## config.mk

```make
export PLATFORM = sky130hd
export DESIGN_NAME = irq_ctrl
export DESIGN_NICKNAME = d
export VERILOG_FILES = /design/src/rtl/irq_ctrl_pkg.sv /design/src/rtl/irq_prio_enc.sv /design/src/rtl/irq_ctrl.sv
export SDC_FILE = /design/constraint.sdc
export NUM_CORES = 1
export LEC_CHECK = 0
export BUFFER_PORTS_ARGS = -buffer_cell sky130_fd_sc_hd__buf_2
export CAP_MARGIN = 20
export CORE_ASPECT_RATIO = 1.4
export CORE_MARGIN = 2
export CORE_UTILIZATION = 40
export DETAILED_ROUTE_END_ITERATION = 7
export MAX_ROUTING_LAYER = met4
export PLACE_DENSITY = 0.8
export SLEW_MARGIN = 15
export SYNTH_ARGS = -nofsm -noshare
export SYNTH_HDL_FRONTEND = slang
export SYNTH_HIERARCHICAL = 1
export SYNTH_SLANG_ARGS = --single-unit
```

## constraint.sdc

```tcl
create_clock -name clk -period 1.95 [get_ports clk]
set_input_delay 0.195 -clock clk [delete_from_list [all_inputs] [get_ports clk]]
set_output_delay 0.195 -clock clk [all_outputs]
set_load 0.01 [all_outputs]
```

## src/rtl/irq_ctrl_pkg.sv

```systemverilog
// Shared definitions for the interrupt controller: register map, FSM encoding,
// CTRL field positions and the CLAIM read-word builder.
package irq_ctrl_pkg;

  localparam logic [1:0] REG_CTRL  = 2'd0;
  localparam logic [1:0] REG_MASK  = 2'd1;
  localparam logic [1:0] REG_PEND  = 2'd2;
  localparam logic [1:0] REG_CLAIM = 2'd3;

  typedef enum logic [1:0] {
    ST_IDLE = 2'b00,
    ST_REQ  = 2'b01,
    ST_SVC  = 2'b10
  } state_e;

  localparam int CTRL_GEN      = 0;
  localparam int CTRL_EDGE_LSB = 8;

  // CLAIM word: valid flag in bit 31, source id in the low three bits.
  function automatic logic [31:0] claim_word(input logic valid, input logic [2:0] id);
    return {valid, 28'd0, id};
  endfunction

endpackage

```

## src/rtl/irq_prio_enc.sv

```systemverilog
// Fixed-priority encoder: reports the lowest set index of req (index 0 wins).
module irq_prio_enc #(
  parameter int NSRC = 4
) (
  input  logic [NSRC-1:0] req,
  output logic            valid,
  output logic [2:0]      id
);

  // Scan from the top so the lowest active index is the last one written.
  always_comb begin
    valid = 1'b0;
    id    = 3'd0;
    for (int i = NSRC - 1; i >= 0; i--) begin
      valid = valid | req[i];
      id    = req[i] ? 3'(i) : id;
    end
  end

endmodule

```

## src/rtl/irq_ctrl.sv

```systemverilog
// Memory-mapped interrupt controller: latches edge/level sources, masks them,
// and presents one request at a time to the CPU with an ack/EOI handshake.
module irq_ctrl
  import irq_ctrl_pkg::*;
#(
  parameter int NSRC = 4
) (
  input  logic            clk,
  input  logic            reset,
  input  logic [31:0]     Addr,
  input  logic            WE,
  input  logic [31:0]     Din,
  output logic [31:0]     Dout,
  input  logic [NSRC-1:0] irq_src,
  input  logic            int_ack,
  output logic            IRQ,
  output logic [2:0]      irq_id
);

  logic            gen_r;
  logic [NSRC-1:0] edge_r;
  logic [NSRC-1:0] mask_r;
  logic [NSRC-1:0] pend_r;
  logic [NSRC-1:0] prev_r;
  state_e          state_r;
  state_e          state_next_s;
  logic            irq_r;
  logic            irq_next_s;
  logic [2:0]      cur_id_r;
  logic [2:0]      cur_id_next_s;

  logic [1:0]      reg_sel_s;
  logic            wr_ctrl_s;
  logic            wr_mask_s;
  logic            wr_pend_s;
  logic            eoi_s;
  logic            gen_eff_s;
  logic [NSRC-1:0] mask_eff_s;
  logic [NSRC-1:0] w1c_s;
  logic [NSRC-1:0] active_s;
  logic [NSRC-1:0] ack_clr_s;
  logic [NSRC-1:0] pend_next_s;
  logic            sel_valid_s;
  logic [2:0]      sel_id_s;
  logic            cur_active_s;
  logic [31:0]     rdata_s;
  logic            unused_s;

  assign reg_sel_s = Addr[3:2];
  assign wr_ctrl_s = WE && (reg_sel_s == REG_CTRL);
  assign wr_mask_s = WE && (reg_sel_s == REG_MASK);
  assign wr_pend_s = WE && (reg_sel_s == REG_PEND);
  assign eoi_s     = WE && (reg_sel_s == REG_CLAIM);
  assign unused_s  = ^{Addr[31:4], Addr[1:0], Din};

  // A write in this cycle already steers this cycle's FSM decision.
  assign gen_eff_s  = wr_ctrl_s ? Din[CTRL_GEN] : gen_r;
  assign mask_eff_s = wr_mask_s ? Din[NSRC-1:0] : mask_r;
  assign w1c_s      = wr_pend_s ? Din[NSRC-1:0] : {NSRC{1'b0}};
  assign active_s   = pend_r & ~w1c_s & mask_eff_s;

  irq_prio_enc #(.NSRC(NSRC)) u_prio (
    .req   (active_s),
    .valid (sel_valid_s),
    .id    (sel_id_s)
  );

  // Per-source view of the frozen id: still active, and pending clear on ack.
  always_comb begin
    cur_active_s = 1'b0;
    ack_clr_s    = {NSRC{1'b0}};
    for (int i = 0; i < NSRC; i++) begin
      cur_active_s = cur_active_s | (active_s[i] && (cur_id_r == 3'(i)));
      ack_clr_s[i] = (state_r == ST_REQ) && (state_next_s == ST_SVC) && (cur_id_r == 3'(i));
    end
  end

  // Edge bits hold until W1C/ack (a new edge wins); level bits mirror the line.
  assign pend_next_s = (edge_r & ((pend_r & ~w1c_s & ~ack_clr_s) | (irq_src & ~prev_r)))
                     | (~edge_r & irq_src);

  // Configuration registers.
  always_ff @(posedge clk or negedge reset) begin
    if (!reset) begin
      gen_r  <= 1'b0;
      edge_r <= {NSRC{1'b0}};
      mask_r <= {NSRC{1'b0}};
    end else begin
      if (wr_ctrl_s) begin
        gen_r  <= Din[CTRL_GEN];
        edge_r <= Din[CTRL_EDGE_LSB +: NSRC];
      end
      if (wr_mask_s) begin
        mask_r <= Din[NSRC-1:0];
      end
    end
  end

  // Pending latch and previous-sample register for edge detection.
  always_ff @(posedge clk or negedge reset) begin
    if (!reset) begin
      pend_r <= {NSRC{1'b0}};
      prev_r <= {NSRC{1'b0}};
    end else begin
      pend_r <= pend_next_s;
      prev_r <= irq_src;
    end
  end

  // FSM state plus the registered request and id outputs.
  always_ff @(posedge clk or negedge reset) begin
    if (!reset) begin
      state_r  <= ST_IDLE;
      irq_r    <= 1'b0;
      cur_id_r <= 3'd0;
    end else begin
      state_r  <= state_next_s;
      irq_r    <= irq_next_s;
      cur_id_r <= cur_id_next_s;
    end
  end

  // Next-state decision.
  always_comb begin
    state_next_s = state_r;
    case (state_r)
      ST_IDLE: state_next_s = (gen_eff_s && sel_valid_s) ? ST_REQ : ST_IDLE;
      ST_REQ: begin
        if (!gen_eff_s || !cur_active_s) begin
          state_next_s = ST_IDLE;
        end else if (int_ack) begin
          state_next_s = ST_SVC;
        end else begin
          state_next_s = ST_REQ;
        end
      end
      ST_SVC:  state_next_s = eoi_s ? ST_IDLE : ST_SVC;
      default: state_next_s = ST_IDLE;
    endcase
  end

  // Output decode: IRQ tracks REQ; the id is captured only on entry to REQ.
  always_comb begin
    irq_next_s    = (state_next_s == ST_REQ);
    cur_id_next_s = ((state_r == ST_IDLE) && (state_next_s == ST_REQ)) ? sel_id_s : cur_id_r;
  end

  // Register read mux.
  always_comb begin
    rdata_s = 32'd0;
    case (reg_sel_s)
      REG_CTRL: begin
        rdata_s[CTRL_GEN]                = gen_r;
        rdata_s[CTRL_EDGE_LSB +: NSRC]   = edge_r;
      end
      REG_MASK:  rdata_s[NSRC-1:0] = mask_r;
      REG_PEND:  rdata_s[NSRC-1:0] = pend_r;
      REG_CLAIM: rdata_s = claim_word(state_r != ST_IDLE, cur_id_r);
      default:   rdata_s = 32'd0;
    endcase
  end

  assign Dout   = rdata_s;
  assign IRQ    = irq_r;
  assign irq_id = cur_id_r;

endmodule

```

# --- After elaboration in Yosys (flattened, before gate mapping) ---
# Cells that the tools add are included.
# W data, S select, Z words.
word_totals:
  reg_bits: 23
  in_bits: 72
  output_inout_bits: 36
  elab_cells: 74
op_classes:
  n_eq_ne: 10
  muxes: 16
  bitwise: 18
  reduce_logical: 22
ops:
  columns: ["operator", "n"]
  rows:
  - ["$and A4 B4 Y4", 6]
  - ["$mux W20", 1]
  - ["$not A4 Y4", 4]
  - ["$logic_and A1 B1 Y1", 15]
  - ["$mux W4", 3]
  - ["$mux W3", 3]
  - ["$pmux W3 S3", 1]
  - ["$eq A2 B2 Y1 const B", 4]
  - ["$mux W2", 4]
  - ["$or A4 B4 Y4", 2]
  - ["$eq A2 B1 Y1 const B", 3]
  - ["$eq A3 B2 Y1 const B", 2]
  - ["$or A1 B1 Y1", 6]
  - ["$pmux W2 S3", 1]
  - ["$logic_not A2 Y1", 2]
  - ["$pmux W1 S4", 1]
  - ["$eq A3 B1 Y1 const B", 1]
  - ["$logic_not A3 Y1", 1]
  - ["$logic_not A1 Y1", 2]
  - ["$mux W1", 2]
  - ["$reduce_bool A2 Y1", 1]
  - ["$logic_or A1 B1 Y1", 1]

# --- Logic depth before layout (Yosys ltp) ---
# Gate-level depths: netlist (run 1).
logic_depth:
  depth_word: 22
  depth_mapped: 10
  mapped_depth_nobuf: 8

# --- Cells and area by module ---
# Netlist (run 1), hierarchy kept.
by_module_without_submodules:
  columns: ["module", "n_inst", "cells_per_inst", "area_per_inst_um2", "seq_area_each_um2"]
  rows:
  - ["irq_ctrl", 1, 132, 1482.7, 575.6]
  - ["irq_prio_enc", 1, 9, 46.3, 0.0]

# --- Worst setup path after synthesis (run 1) ---
# OpenSTA, ideal clock, no wires.
synth_path:
  kind: "input to register"
  start: "in Addr[3]"
  end: "reg state_r[1]"
  setup_time_ns: 0.120
  arrival_time_ns: 1.557
  required_ns: 1.830
  slack_ns: 0.273
  cell_stages: 8
  n_path_buf: 3
  path_cell_list: "buf_6 and3b_1 buf_6 o2111ai_2 o22ai_1 or3_1 buf_6 a31o_1"
synth_via:
  elab_chain_cells: 14
  elab_cells_between_ends: 27
  classes_between: "3 x eq/ne; 6 x mux; 6 x bitwise; 12 x reduce/logical"
synth_lines:
  columns: ["element", "line_no", "rtl"]
  rows:
  - ["start: declaration", "irq_ctrl.sv:10", "input logic [31:0] Addr,"]
  - ["$eq A2 B2 Y1", "irq_ctrl.sv:52", "assign wr_pend_s = WE && (reg_sel_s == REG_PEND);"]
  - ["$logic_and A1 B1 Y1", "irq_ctrl.sv:52", null]
  - ["$mux W4", "irq_ctrl.sv:59", "assign w1c_s = wr_pend_s ? Din[NSRC-1:0] : {NSRC{1'b0}};"]
  - ["$not A4 Y4", "irq_ctrl.sv:60", "assign active_s = pend_r & ~w1c_s & mask_eff_s;"]
  - ["$and A4 B4 Y4 (2 in a row)", "irq_ctrl.sv:60", null]
  - ["$logic_and A1 B1 Y1", "irq_ctrl.sv:73", "cur_active_s = cur_active_s | (active_s[i] && (cur_id_r == 3'(i)));"]
  - ["$or A1 B1 Y1 (3 in a row)", "irq_ctrl.sv:73", null]
  - ["$logic_not A1 Y1", "irq_ctrl.sv:129", "if (!gen_eff_s || !cur_active_s) begin"]
  - ["$logic_or A1 B1 Y1", "irq_ctrl.sv:129", null]
  - ["$mux W2", "irq_ctrl.sv:129", null]
  - ["$pmux W2 S3 *", "irq_ctrl.sv:126", "case (state_r)"]
  - ["net state_next_s[1]", "irq_ctrl.sv:26", "state_e state_next_s;"]
  - ["end signal: assignment", "irq_ctrl.sv:117", "state_r <= state_next_s;"]
  - ["end: declaration", "irq_ctrl.sv:25", "state_e state_r;"]
# The timed path passes the listed nets; every way through them passes the cells marked *.
# A chain may end at the register's enable or synchronous reset.

# --- Worst setup path after layout (run 1) ---
layout_path:
  start: "reg mask_r[3]"
  end: "reg irq_r (netlist: IRQ)"
layout_via:
  elab_chain_cells: 9
  elab_cells_between_ends: 14
  classes_between: "1 x eq/ne; 4 x mux; 5 x bitwise; 4 x reduce/logical"
layout_lines:
  columns: ["element", "line_no", "rtl"]
  rows:
  - ["start: declaration", "irq_ctrl.sv:22", "logic [NSRC-1:0] mask_r;"]
  - ["start signal: assignment", "irq_ctrl.sv:87", "mask_r <= {NSRC{1'b0}};"]
  - ["start signal: assignment", "irq_ctrl.sv:94", "mask_r <= Din[NSRC-1:0];"]
  - ["$mux W4 *", null, null]
  - ["$and A4 B4 Y4 *", "irq_ctrl.sv:60", null]
  - ["$or A1 B1 Y1 or $logic_and A1 B1 Y1 (tied branches)", "irq_prio_enc.sv:15, irq_ctrl.sv:73", null]
  - ["$or A1 B1 Y1, on equally long branches", "irq_prio_enc.sv:15, irq_ctrl.sv:73", null]
  - ["$or A1 B1 Y1 or $logic_not A1 Y1 (tied branches)", "irq_prio_enc.sv:15, irq_ctrl.sv:129", null]
  - ["$logic_and A1 B1 Y1 or $logic_or A1 B1 Y1 (tied branches)", "irq_ctrl.sv:127, irq_ctrl.sv:129", null]
  - ["$mux W1 or $mux W2 (tied branches)", "irq_ctrl.sv:127, irq_ctrl.sv:129", null]
  - ["$pmux W2 S3 *", "irq_ctrl.sv:126", null]
  - ["$eq A2 B1 Y1 *", "irq_ctrl.sv:144", "irq_next_s = (state_next_s == ST_REQ);"]
  - ["net irq_next_s", "irq_ctrl.sv:28", "logic irq_next_s;"]
  - ["end signal: assignment", "irq_ctrl.sv:118", "irq_r <= irq_next_s;"]
  - ["end: declaration", "irq_ctrl.sv:27", "logic irq_r;"]
# Marks and branches as above.

==> run metrics, run 1 <==
status finished clean; Chip Height 77.16 um; Leak 0.8036 nW; # nets final 249; Yosys top cell by area dfrtp_1; Final setup viols 0; Placed Area 1628 sq um; Die W 56.25 um; root buf cell clkbuf_8; CP Launch Type flip-flop; drt drc 0; DR pass1 iterations 4; clock latency on the worst-skew pair 0.26 ns; Data required, critical path 2.11 ns; Final ANT Viol Nets 0; first-pass GRT wire length 5.361 mm; warning count from the yosys run 6; Synth Cell Area 1529 sq um; Final Max Slew Viols 0; initial antenna violation count 0; Worst Hold Path Cells 1; vias 1134; clock sink total 23; final WL 3.075 mm; Max Buffers Root-to-Sink 2; reg-to-reg startpoint mask_r[3]; setup TNS 0 ns; slew of the pin with the lowest slew margin 0.5160 ns; Hold Fails Final Rpt 0; Port Buffers 30; CP top delay family compound AO/OA/AOI/OAI gates; RSZ-0062 raised after global routing no; final non-filler cell total 218; Worst Hold Class input pin to flip-flop; critical setup path kind flip-flop to flip-flop; Remaining Overflow, GRT 0; Post-synth EDFFs 0; crit share post-route 83.55%; CP Buf/Inv Count 0; Inserted Diodes 0; core area 3643 sq um; GP Congestion 0.8493; Synth Area in XOR/XNOR 0%; WHS Endpoint prev_r[2]; Wirelength per Cell 14.11 um; # placed instances 213; Final min period 1.629 ns; Clk pin slew, worst setup/hold paths 0.08 ns; area share of the largest cell type after synthesis 37.64%; Slowest cell on crit path or3_1; H-tree depth 1; Synth Flop Type dfrtp_1; clk_skew 0.001571 ns; total track usage 15.79%; CTS tree yes; Initial Utilization 41.96%; post_cts resized 0; FMAX 613.8 MHz; VDD IR-drop max 0.0005278 V; Reg2Reg Depth 4; most frequent cell after synthesis buf_4; post-synthesis register bit count 23; RR Endpoint IRQ; Vias per Instance 5.202; max_slew headroom 65.60%; CTS buffer count 3; maximum fanout along the worst path 7; vias in the first global route 1190; endpoint class of the critical path flip-flop; # fillers 362; max-cap viol count 0; asr flop ratio synth 100.0%; Syn Area/Cell 10.84 sq um; Top Usage Layer GRT met2; simple-gate share of the synthesized area 17.84%; sequential area share after synthesis 37.64%; I/O pin total 108; Layout area overhead 10.07%; pin count of the biggest net entering global routing 24; standard-cell rows 26; GRT met2 Usage 26.24%; hpwl dp 2.406 mm; Adder-Cell Fraction of Synth Area 0%; FF-to-FF setup slack 0.32 ns; Compound-Gate Fraction of Synth Area 14.16%; unique cell type count in the Yosys netlist 39; critical-path cell list o2111ai_2 -> o22ai_1 -> or3_1 -> a31o_1; Hold Path Origin irq_src[2]; Design Area, Final 1683 sq um; largest cells by area after synthesis dfrtp_1 (38%), buf_4 (12%), mux2_2 (7.4%); Initial DRC Count 25; largest family of logic cells by synthesized area simple AND/OR/NAND/NOR gates; grt met3 use 2.530%; synth cell count leaders buf_4 (25), dfrtp_1 (23), mux2_2 (10); critical path arrival 1.79 ns; total power 0.001516 W; met1 usage 17.82%; Pwr per Cell Area 900.9 nW/um^2; CP max stage delay 0.50 ns; mux cell area share after synthesis 12.03%; die area 4340 sq um; share of layout cells above drive strength 1 34.09%; Gate Count Post-Synth 141
## worst max path at each step
stage                    from          to  slack, ns  depth (start not counted)
finish              mask_r[3]         IRQ       0.32                          4
global route        mask_r[3]         IRQ       0.23                          4
CTS                 mask_r[3]         IRQ       0.31                          4
detailed placement    Addr[2]         IRQ       0.06                          6
global placement      Addr[2]         IRQ       0.07                          6
floorplan             Addr[3]  state_r[1]       0.27                          8
## area by class of cell
type | instances | area (sq um) | share of cell area, %
Multi-Input combinational cell | 103 | 763.2 | 45.35
Sequential cell | 23 | 575.6 | 34.20
Timing Repair Buffer | 39 | 220.2 | 13.09
Tap cell | 42 | 52.55 | 3.123
Clock buffer | 4 | 45.04 | 2.677
Inverter | 7 | 26.28 | 1.561
## state kept, by name, summed over array words and instances, names as in the netlist
| signal | flops |
|---|---|
| edge_r | 4 |
| mask_r | 4 |
| pend_r | 4 |
| prev_r | 4 |
| irq_id | 3 |
| state_r | 2 |
| IRQ | 1 |
| gen_r | 1 |
## layer usage
layer | wire length, um | share of wire, %
met4 | 82 | 2.7
met1 | 1220 | 40
met2 | 1555 | 51
met3 | 217 | 7.1
met5 | 0 | 0
## placed cells by master, fill, tap and decap left out, drive strengths merged, types with 2 or more instances in the layout
cell type   n
a21boi      3
a21oi       2
a22o        2
a31o        3
a31oi       3
a41oi       4
and2        4
buf        38
clkbuf      4
conb       24
dfrtp      23
inv         7
mux2       14
nand2       6
nand4b      4
nand4bb     4
nor2        8
nor3        3
o2111ai     4
or2b        2
## what timing repair did
| action | in CTS | in global routing |
|---|---|---|
| buffers inserted | 0 | 0 |
| endpoints found under the hold margin | 23 | 0 |
| endpoints found under the setup margin | 0 | 0 |
| hold buffers | 1 | 0 |
## logic make-up after synthesis
| kind of cell | after synthesis |
|---|---|
| flops | 23 |
| buf+inv | 37 |
| mux | 15 |
| simple gates | 40 |
| other cells | 2 |
| compound gates | 24 |
## stage by stage
stage / util [%] / hold WS [ns] / worst slack [ns]
floorplan: - / -0.1006 / 0.2735
global route: 46.19 / 0.04045 / 0.2314
finish: 46.19 / 0.04330 / 0.3207
CTS: 46.19 / 0.04585 / 0.3091
detailed placement: 44.68 / 0.2033 / 0.06113
global placement: 44.68 / 0.1981 / 0.06883
## power by group
group / switching [W] / internal (W)
Clock: 0.000147 / 0.000146
Sequential: 0.000117 / 0.000577
Combinational: 0.000274 / 0.000256
Total: 0.000537 / 0.000979
No activity file was read; power rests on OpenSTA's default activity.
==> run 2, diff against run 1 <==
==> constraint.sdc (replaced) <==
create_clock -name clk -period 1.5 [get_ports clk]
set_input_delay 0.15 -clock clk [delete_from_list [all_inputs] [get_ports clk]]
set_output_delay 0.15 -clock clk [all_outputs]
set_load 0.01 [all_outputs]
==> run metrics, run 2 (synthesized netlist as in run 1, its figures left out) <==
status finished, violations left; failing checks setup timing; Reg2Reg Depth 5; Clk pin slew, worst setup/hold paths 0.08 ns; H-tree depth 1; DP Worst Slack -0.2294 ns; post-layout util 54.64%; RSZ-0062 raised after global routing yes; CTS buffer count 3; pin count of the biggest net entering global routing 24; Worst Hold Class input pin to flip-flop; Remaining Overflow, GRT 0; clk_skew 0.004326 ns; drt drc 0; Layout area overhead 30.20%; Placed Area 1775 sq um; max_slew headroom 64.97%; WHS Endpoint prev_r[1]; Final setup viols 2; Die W 56.25 um; die area 4340 sq um; total track usage 17.45%; I/O pin total 108; Pwr per Cell Area 1202 nW/um^2; FF-to-FF setup slack 0 ns; CP top delay family multiplexers; maximum fanout along the worst path 4; hpwl dp 2.573 mm; core area 3643 sq um; Worst Hold Path Cells 1; CP Buf/Inv Count 2; vias in the first global route 1274; most common cell after layout, fill and taps aside buf_4; clock sink total 23; DR pass1 iterations 4; CP most frequent cell buf_6; number of cells on the critical path 3; share of layout cells above drive strength 1 50.00%; Initial Utilization 41.96%; Inserted Diodes 0; Max Buffers Root-to-Sink 2; Design Area, Final 1991 sq um; Final min period 1.594 ns; vias 1258; RR Endpoint state_r[1]; endpoint class of the critical path primary output; FMAX 627.4 MHz; slew of the pin with the lowest slew margin 0.5255 ns; Vias per Instance 5.114; Hold Path Origin irq_src[1]; Hold Fails Final Rpt 0; standard-cell rows 26; critical setup path kind flip-flop to primary output; # nets final 277; Min Hold Slack 0.01181 ns; # placed instances 229; Chip Height 77.16 um; root buf cell clkbuf_8; CP max stage delay 0.47 ns; final WL 3.527 mm; Final Max Slew Viols 0; max-cap viol count 0; first-pass GRT wire length 5.878 mm; Initial DRC Count 20; Data required, critical path 1.35 ns; initial antenna violation count 0; CTS tree yes; Leak 0.9487 nW; Wirelength per Cell 14.34 um; final worst setup slack -0.09393 ns; Slowest cell on crit path mux4_2; CP Launch Type flip-flop; critical path arrival 1.44 ns; Final ANT Viol Nets 0; final non-filler cell total 246; Port Buffers 30; GP Congestion 0.8882; reg-to-reg startpoint irq_id[1]; crit share post-route 106.3%; VDD IR-drop max 0.0006412 V; critical-path cell list buf_6 -> mux4_2 -> buf_6; clock latency on the worst-skew pair 0.27 ns; commonest cells after routing, fill and taps aside buf_4 (30), buf_2 (29), conb_1 (24)
## run 2: changes by cell type in the layout (fill, tap and decap cells not counted), sizes merged
cell         change
dlygate4sd3      +3
clkbuf           -1
clkinvlp         +1
buf             +25
## run 2: worst max path at each step
stage | start | endpoint | slack (ns)
6_report | irq_id[0] | Dout[0] | -0.09
5_1_grt | irq_id[0] | Dout[0] | -0.13
4_1_cts | irq_id[0] | Dout[0] | -0.10
3_5_place_dp | Addr[2] | irq_id[0] | -0.23
3_3_place_gp | Addr[2] | irq_id[0] | -0.21
2_1_floorplan | Addr[3] | state_r[1] | -0.07
## run 2: final cells by class
cell class,instances,area [sq um]
Clock buffer,3,41.29
Clock inverter,1,7.507
Fill cell,339,1653
Inverter,7,26.28
Multi-Input combinational cell,103,829.5
Sequential cell,23,578.1
Tap cell,42,52.55
Timing Repair Buffer,67,455.4
## run 2: stage by stage
| step | setup TNS [ns] | total power [W] |
|---|---|---|
| 2_1_floorplan | -0.4731 | 0.001482 |
| 4_1_cts | -0.1621 | 0.002293 |
| 5_1_grt | -0.2712 | 0.002549 |
| 6_report | -0.1061 | 0.002393 |
| 3_3_place_gp | -1.901 | 0.001743 |
| 3_5_place_dp | -2.056 | 0.001770 |
## run 2: worst reg2reg max path: stages (launching register included)
cell	delay [ns]
dfrtp_2	0.43
buf_6	0.13
or2b_2	0.17
o22ai_1	0.07
or3_4	0.39
a31o_1	0.20
## run 2: power breakdown
part	internal [W]	leakage [nW]	total (W)	switching [W]
Clock	0.000188	0.0217	0.000406	0.000217
Combinational	0.000613	0.653	0.00111	0.000492
Sequential	0.000755	0.274	0.000882	0.000127
## run 2: layer usage
metal | global-route usage, % | vias to the layer above | part of all wire, %
li1 | - | 586 | -
met1 | 21.83 | 619 | 41
met2 | 28.47 | 48 | 52
met3 | 1.686 | 5 | 5.4
met4 | 7.619 | 0 | 1.8
met5 | - | - | 0
## run 2: what timing repair did
item | CTS | global route
hold buffers | 4 | 0
pin swaps | 0 | 3
hold endpoints to repair | 26 | 0
gates resized for setup | 7 | 10
setup buffers | 4 | 5
gates cloned | 0 | 0
setup endpoints to repair | 8 | 12
==> run 3, diff against run 2 <==
--- a/config.mk
+++ b/config.mk
@@ -13,6 +13,7 @@
 export DETAILED_ROUTE_END_ITERATION = 7
 export MAX_ROUTING_LAYER = met4
 export PLACE_DENSITY = 0.8
+export RECOVER_POWER = 50
 export SLEW_MARGIN = 15
 export SYNTH_ARGS = -nofsm -noshare
 export SYNTH_HDL_FRONTEND = slang
==> run metrics, run 3 (synthesized netlist as in run 1, its figures left out) <==
initial antenna violation count 0; Final ANT Viol Nets 0; # fillers 341; critical setup path kind flip-flop to primary output; first-pass GRT wire length 5.878 mm; clock sink total 23; GP Congestion 0.8882; Vias per Instance 5.106; Port Buffers 30; CP top delay family multiplexers; total track usage 17.45%; standard-cell rows 26; I/O pin total 108; final WL 3.536 mm; vias in the first global route 1274; max_slew headroom 60.84%; CP Buf/Inv Count 2; Layout area overhead 29.87%; Design Area, Final 1986 sq um; CP Launch Type flip-flop; Initial Utilization 41.96%; Slowest cell on crit path mux4_2; root buf cell clkbuf_8; H-tree depth 1; Final setup viols 2; VDD IR-drop max 0.0006418 V; failing checks setup timing; Wirelength per Cell 14.37 um; status finished, violations left; vias 1256; DR pass1 iterations 4; Pwr per Cell Area 1205 nW/um^2; maximum fanout along the worst path 4; endpoint class of the critical path primary output; Initial DRC Count 21; clk_skew 0.003993 ns; # nets final 277; Worst Hold Class input pin to flip-flop; max-cap viol count 0; crit share post-route 106.3%; Max Buffers Root-to-Sink 2; CTS buffer count 3; Final Max Slew Viols 0; CP most frequent cell buf_6; hpwl dp 2.573 mm; Final min period 1.594 ns; Min Hold Slack 0.02659 ns; slew of the pin with the lowest slew margin 0.5873 ns; Hold Fails Final Rpt 0; Data required, critical path 1.35 ns; share of layout cells above drive strength 1 48.04%; Leak 0.9379 nW; critical path arrival 1.44 ns; Clk pin slew, worst setup/hold paths 0.08 ns; critical-path cell list buf_6 -> mux4_2 -> buf_6; most common cell after layout, fill and taps aside buf_4; FF-to-FF setup slack 0 ns; die area 4340 sq um; clock latency on the worst-skew pair 0.27 ns; drt drc 0; Die W 56.25 um; Inserted Diodes 0; final worst setup slack -0.09444 ns; CP max stage delay 0.47 ns; pin count of the biggest net entering global routing 24; CTS tree yes; FMAX 627.2 MHz; commonest cells after routing, fill and taps aside buf_4 (30), conb_1 (24), buf_2 (24); Placed Area 1775 sq um; Chip Height 77.16 um; RSZ-0062 raised after global routing yes; core area 3643 sq um; Remaining Overflow, GRT 0
## run 3: changes by cell type in the layout (fill, tap and decap cells not counted), sizes merged
cell | previous run | this run
buf | 63 | 58
clkbuf | 3 | 8
## run 3: metrics by stage
stage	instances	util (%)	power, W	setup TNS (ns)	worst slack [ns]
after floorplan	163	-	0.001482	-0.4731	-0.07054
after global placement	229	48.73	0.001743	-1.901	-0.2059
after detailed placement	229	48.73	0.001770	-2.056	-0.2294
after CTS	241	52.71	0.002293	-0.1621	-0.1025
after global routing	246	54.50	0.002548	-0.2712	-0.1255
final	246	54.50	0.002393	-0.1072	-0.09444
## run 3: path summary, 6_finish.rpt
path	end	start	depth (start not counted)
max in group asynchronous	irq_id[1]	reset	2
setup reg to reg	state_r[1]	irq_id[1]	5
setup / recovery	Dout[0]	irq_id[0]	3
hold reg to reg	edge_r[2]	edge_r[2]	1
hold / removal	prev_r[1]	irq_src[1]	1
min in group asynchronous	irq_id[0]	reset	2
## run 3: area by class of cell
cell class	count	area [sq um]	area share, %
well taps	42	52.55	2.647
repair buffers	67	450.4	22.68
clock buffers	3	41.29	2.079
multi-input cells	103	829.5	41.78
flip-flops and latches	23	578.1	29.11
clock inverters	1	7.507	0.3781
inverters	7	26.28	1.323
## run 3: repair_timing
item,in CTS,in global routing
pin swaps,0,3
endpoints found under the setup margin,8,12
hold buffers,4,0
gates resized for setup,7,10
endpoints found under the hold margin,26,0
setup buffers,4,5
## run 3: metal layers
| layer | global-route usage (%) | share of wire, % | vias up |
|---|---|---|---|
| li1 | - | - | 586 |
| met1 | 21.83 | 41 | 617 |
| met2 | 28.47 | 52 | 48 |
| met3 | 1.686 | 5.4 | 5 |
| met4 | 7.619 | 1.8 | 0 |
| met5 | - | 0 | - |
## run 3: power by group
part           total [W]  internal [W]  switching, W
logic            0.00110      0.000612      0.000493
registers       0.000882      0.000755      0.000127
clock network   0.000406      0.000188      0.000218
## run 3: worst register-to-register path, stage by stage, from the launching register on
cell,delay [ns]
dfrtp_2,0.43
buf_6,0.13
or2b_2,0.17
o22ai_1,0.07
or3_4,0.39
a31o_1,0.20
